==> config.mk <==
export PLATFORM = sky130hd
export DESIGN_NAME = spi_bus_arb
export DESIGN_NICKNAME = d
export VERILOG_FILES = /design/src/rtl/spi_bus_arb_pkg.sv /design/src/rtl/spi_bus_arb.sv
export SDC_FILE = /design/constraint.sdc
export NUM_CORES = 1
export LEC_CHECK = 0
export BUFFER_PORTS_ARGS = -buffer_cell sky130_fd_sc_hd__buf_4
export CAP_MARGIN = 20
export CORE_ASPECT_RATIO = 0.7
export CORE_MARGIN = 4
export CORE_UTILIZATION = 38
export CTS_CLUSTER_SIZE = 28
export DETAILED_ROUTE_END_ITERATION = 6
export PLACE_DENSITY = 0.7
export SYNTH_ARGS = -nofsm -noshare
export SYNTH_HDL_FRONTEND = slang
export SYNTH_SLANG_ARGS = --single-unit
==> constraint.sdc <==
create_clock -name i_clk -period 2 [get_ports i_clk]
set_input_delay 0.3 -clock i_clk [delete_from_list [all_inputs] [get_ports i_clk]]
set_output_delay 0.3 -clock i_clk [all_outputs]
set_load 0.005 [all_outputs]
==> src/rtl/spi_bus_arb_pkg.sv <==
// Shared definitions for the flash SPI pin arbiter: state encoding and port identifiers.
package spi_bus_arb_pkg;

    typedef enum logic [1:0] {
        ST_IDLE  = 2'd0,
        ST_OWN0  = 2'd1,
        ST_OWN1  = 2'd2,
        ST_GUARD = 2'd3
    } arb_state_t;

    localparam logic PORT0 = 1'b0;
    localparam logic PORT1 = 1'b1;

endpackage

==> src/rtl/spi_bus_arb.sv <==
// Two-master arbiter for the shared flash SPI pads (port 0 = SoC SPI core, port 1 = LED/button engine).
// Grants one owner at a time, inserts idle guard cycles between owners and asks port 1 to yield on long waits.
module spi_bus_arb
    import spi_bus_arb_pkg::*;
#(
    parameter int GUARD_CYCLES = 4,
    parameter int MAX_HOLD     = 255,
    parameter int CW           = 8
) (
    input  logic i_clk,
    input  logic i_rst_n,
    input  logic i_req0,
    input  logic i_req1,
    output logic o_gnt0,
    output logic o_gnt1,
    output logic o_preempt1,
    input  logic i_m0_mosi_o,
    input  logic i_m0_mosi_oe,
    input  logic i_m0_clk_o,
    input  logic i_m0_clk_oe,
    input  logic i_m0_csn_o,
    input  logic i_m1_mosi_o,
    input  logic i_m1_mosi_oe,
    input  logic i_m1_clk_o,
    input  logic i_m1_clk_oe,
    input  logic i_m1_csn_o,
    output logic o_spi_mosi_o,
    output logic o_spi_mosi_oe,
    output logic o_spi_clk_o,
    output logic o_spi_clk_oe,
    output logic o_spi_csn_o,
    input  logic i_spi_miso_i,
    output logic o_m0_miso_i,
    output logic o_m1_miso_i
);

    localparam logic [CW-1:0] HOLD_LIMIT = CW'(MAX_HOLD);
    localparam logic [CW-1:0] GUARD_LAST = CW'(GUARD_CYCLES - 1);

    arb_state_t    r_state;
    arb_state_t    w_state_nxt;
    logic [CW-1:0] r_cnt;
    logic [CW-1:0] w_cnt_nxt;
    logic          r_last;
    logic          w_last_nxt;

    always_ff @(posedge i_clk) begin
        if (!i_rst_n) begin
            r_state <= ST_IDLE;
            r_cnt   <= '0;
            r_last  <= PORT1;
        end else begin
            r_state <= w_state_nxt;
            r_cnt   <= w_cnt_nxt;
            r_last  <= w_last_nxt;
        end
    end

    // The single counter measures the guard gap in GUARD and port 0's waiting time in OWN1.
    always_comb begin
        w_state_nxt = r_state;
        w_cnt_nxt   = r_cnt;
        w_last_nxt  = r_last;
        case (r_state)
            ST_IDLE: begin
                w_cnt_nxt = '0;
                if (i_req0 && i_req1) begin
                    w_state_nxt = (r_last == PORT1) ? ST_OWN0 : ST_OWN1;
                end else if (i_req0) begin
                    w_state_nxt = ST_OWN0;
                end else if (i_req1) begin
                    w_state_nxt = ST_OWN1;
                end
            end
            ST_OWN0: begin
                if (!i_req0) begin
                    w_state_nxt = ST_GUARD;
                    w_cnt_nxt   = '0;
                    w_last_nxt  = PORT0;
                end
            end
            ST_OWN1: begin
                if (!i_req1) begin
                    w_state_nxt = ST_GUARD;
                    w_cnt_nxt   = '0;
                    w_last_nxt  = PORT1;
                end else if (i_req0 && (r_cnt != HOLD_LIMIT)) begin
                    w_cnt_nxt = r_cnt + CW'(1);
                end
            end
            ST_GUARD: begin
                if (r_cnt == GUARD_LAST) begin
                    w_state_nxt = ST_IDLE;
                    w_cnt_nxt   = '0;
                end else begin
                    w_cnt_nxt = r_cnt + CW'(1);
                end
            end
            default: begin
                w_state_nxt = ST_IDLE;
                w_cnt_nxt   = '0;
            end
        endcase
    end

    assign o_gnt0     = (r_state == ST_OWN0);
    assign o_gnt1     = (r_state == ST_OWN1);
    assign o_preempt1 = (r_state == ST_OWN1) && (r_cnt == HOLD_LIMIT);

    // Pads default to idle (deselected, undriven) unless a port currently owns the bus.
    always_comb begin
        o_spi_mosi_o  = 1'b0;
        o_spi_mosi_oe = 1'b0;
        o_spi_clk_o   = 1'b0;
        o_spi_clk_oe  = 1'b0;
        o_spi_csn_o   = 1'b1;
        if (r_state == ST_OWN0) begin
            o_spi_mosi_o  = i_m0_mosi_o;
            o_spi_mosi_oe = i_m0_mosi_oe;
            o_spi_clk_o   = i_m0_clk_o;
            o_spi_clk_oe  = i_m0_clk_oe;
            o_spi_csn_o   = i_m0_csn_o;
        end else if (r_state == ST_OWN1) begin
            o_spi_mosi_o  = i_m1_mosi_o;
            o_spi_mosi_oe = i_m1_mosi_oe;
            o_spi_clk_o   = i_m1_clk_o;
            o_spi_clk_oe  = i_m1_clk_oe;
            o_spi_csn_o   = i_m1_csn_o;
        end
    end

    assign o_m0_miso_i = i_spi_miso_i;
    assign o_m1_miso_i = i_spi_miso_i;

endmodule

==> flow_summary_export.csv <==
group,metric,value,unit
critical_path,reg2regPathDepth,6,
route,drc,0,
logic_synthesis,syn_area,878.3,µm²
timing,max_slew.worst_pin.slew,410.0,ps
worst_hold_path,min-delay-start,"i_rst_n",
logic_synthesis,syn_avg_cell_area,7.985,µm²
power_and_ir_drop,power.leakage,0.4399,nW
placement,pre_cts_slack,210.8,ps
logic_synthesis,synth_area_leader_cell,"dfxtp_1",
route,route.met3.wl,146,µm
route,first_pass_iters,4,
logic_synthesis,synth.distinct_cells,35,
timing,slew_violations,0,
global_routing,grt_max_degree,11,
timing,fin_crit_sh,93.91,%
timing,rsz0062_at_grt,"true",
logic_synthesis,synth_top_area_share,25.07,%
clocking,cts_tree,"built",
logic_synthesis,synthFlopType,"dfxtp_1",
logic_synthesis,yosys-top-cells-count,"dfxtp_1, inv_1, nand2_1, a21oi_1",
power_and_ir_drop,fin_total_pwr,0.9159,mW
timing,max-slew-margin-rel,72.38,%
final_layout,postLayoutCoreUtil,49.71,%
global_routing,grt_pass1_wl,4091,µm
route,ant_nets,0,
floorplan,dieArea,3157,µm²
logic_synthesis,synthArstFlopShare,0,%
route,dr_wl_met2,1093,µm
route,wl_met1,1077,µm
critical_path,reg2reg_from,"r_state[1]",
critical_path,worstPathArrival,1580,ps
route,wl_per_cell,14.41,µm
critical_path,critPathKind,"flip-flop to output pin",
floorplan,ioPinCount,25,
timing,fin_skew,7.306,ps
logic_synthesis,syn_inst,110,
logic_synthesis,synth-seq-cells,11,
logic_synthesis,synth_edf_count,0,
final_layout,instances_no_fill,162,
route,viasPerCell,5.691,
critical_path,critPathRequiredTime,1700,ps
global_routing,track_usage,17.01,%
placement,port-buffer-count,21,
clocking,cts_hold_buf,0,
final_layout,num_antenna_cells,0,
logic_synthesis,synth_area_leaders,"dfxtp_1, ha_1, a21oi_1",
clocking,clkTransAtPathRegs,70,ps
placement,place_area,1049,µm²
floorplan,fp.dieH,48.23,µm
placement,dp_hpwl,1749,µm
critical_path,reg2reg_to,"r_state[1]",
timing,setup_viol,0,
timing,post-route-min-period,1878,ps
worst_hold_path,min_path_type,"input pin to flip-flop",
floorplan,coreArea,2172,µm²
final_layout,final_nets,152,
clocking,clk_latency,280,ps
timing,max_freq,532.4,MHz
route,vias,922,
floorplan,std_cell_rows,14,
critical_path,endpoint_kind,"output pin",
critical_path,startpoint_type,"flip-flop",
final_layout,final_area,1080,µm²
floorplan,start_util,40.44,%
worst_hold_path,hold_depth,2,
logic_synthesis,synthesis.nets,131,
route,dr.first_iter.drc_count,37,
power_and_ir_drop,power_density,848.2,nW/µm²
power_and_ir_drop,ir_worst_vdd,0.4535,mV
timing,fin_tns_setup,0,ps
global_routing,grt_pass1_vias,872,
final_layout,area_delta_synth_final,22.94,%
route,routed_wl,2335,µm
run_status,status,"finished clean",
global_routing,antenna_found_initial,0,
placement,place_congestion,0.8269,
clocking,clockBufferDepth,2,
timing,hold_ws,280.2,ps
route,dr.max_layer_used,"met4",
floorplan,die_w,65.47,µm
clocking,cts_setup_buffers,0,
placement,place_inst,158,
logic_synthesis,synth_warnings,0,
flow_run,maxCapViolCount,0,
final_layout,drive_gt1_share,26.92,%
clocking,root_buffer,"clkbuf_4",
critical_path,critPathMaxFanout,10,
global_routing,grt-ovfl-total,0,
clocking,cts-htree-levels,1,
timing,final_hold_viol_count,0,
logic_synthesis,synth_seq_area_share,25.07,%
critical_path,ff2ff_setup_slack,160,ps
clocking,cts_sinks,11,
worst_hold_path,whs_endpoint,"r_last",
clocking,numCtsBuffers,3,
timing,fin_ws,121.8,ps
## power breakdown
part / leakage, nW / switching [mW] / internal, mW
registers: 0.0893 / 0.0246 / 0.246
logic: 0.336 / 0.253 / 0.230
clock network: 0.0150 / 0.0844 / 0.0775
## metal layers
metal  GRT usage, %  up-vias
li1               -      454
met1          21.49      435
met2          28.97       29
met3          4.839        4
met4          5.372        0
met5              0        -
## placed cells by master, fill, tap and decap left out, drive strengths merged, types with 2 or more instances in the layout
cell | Yosys | routed
a22oi | 5 | 5
a22o | 4 | 4
nand2 | 10 | 10
nor4b | 2 | 2
clkbuf | 0 | 4
nand2b | 2 | 2
buf | 6 | 22
o2111ai | 4 | 4
ha | 6 | 6
and3 | 3 | 3
inv | 11 | 11
o22ai | 5 | 5
or3 | 4 | 4
nor2b | 2 | 2
o21ai | 6 | 6
nand3 | 6 | 6
a21oi | 9 | 9
dfxtp | 11 | 11
## what timing repair did
item / in CTS / in global routing
setup endpoints to repair: 0 / 5
resized for setup: 0 / 2
hold endpoints to repair: 0 / 0
## kinds of logic (layout without fill, tap and decap cells)
kind of cell | after synthesis | in the layout | share of synthesized area, %
flops | 11 | 11 | 25.07
simple gates | 36 | 36 | 24.79
fa+ha+maj | 6 | 6 | 8.547
buf+inv | 17 | 37 | 8.689
compound gates | 40 | 40 | 32.91
## area by class of cell
class / count / area [µm²]
tap: 32 / 40.04
clock buffer: 4 / 26.28
sequential: 11 / 220.2
inverter: 11 / 41.29
multi-input combinational: 82 / 586.8
timing repair buffer: 22 / 165.2
fill: 209 / 1092
## flip-flops by register name, indices dropped and copies added, names as in the netlist
signal,count
r_cnt,8
r_state,2
r_last,1
## worst max-delay path: stages (launching register included)
cell and delay [ps]:
dfxtp_1 380, inv_1 90, ha_1 320, nor2b_2 240, a22o_1 160, buf_4 110
## how the worst max path moves through the flow
stage | cells after the start | slack [ps] | to | from
2_1_floorplan | 7 | 360 | r_state[1] | r_state[1]
3_3_place_gp | 6 | 290 | r_state[1] | r_state[1]
3_5_place_dp | 6 | 210 | r_state[1] | r_state[1]
4_1_cts | 5 | 20 | o_spi_mosi_oe | r_state[0]
5_1_grt | 6 | -0.2 | r_state[1] | r_state[1]
6_report | 5 | 120 | o_spi_mosi_oe | r_state[1]
No activity file was read; power rests on OpenSTA's default activity.
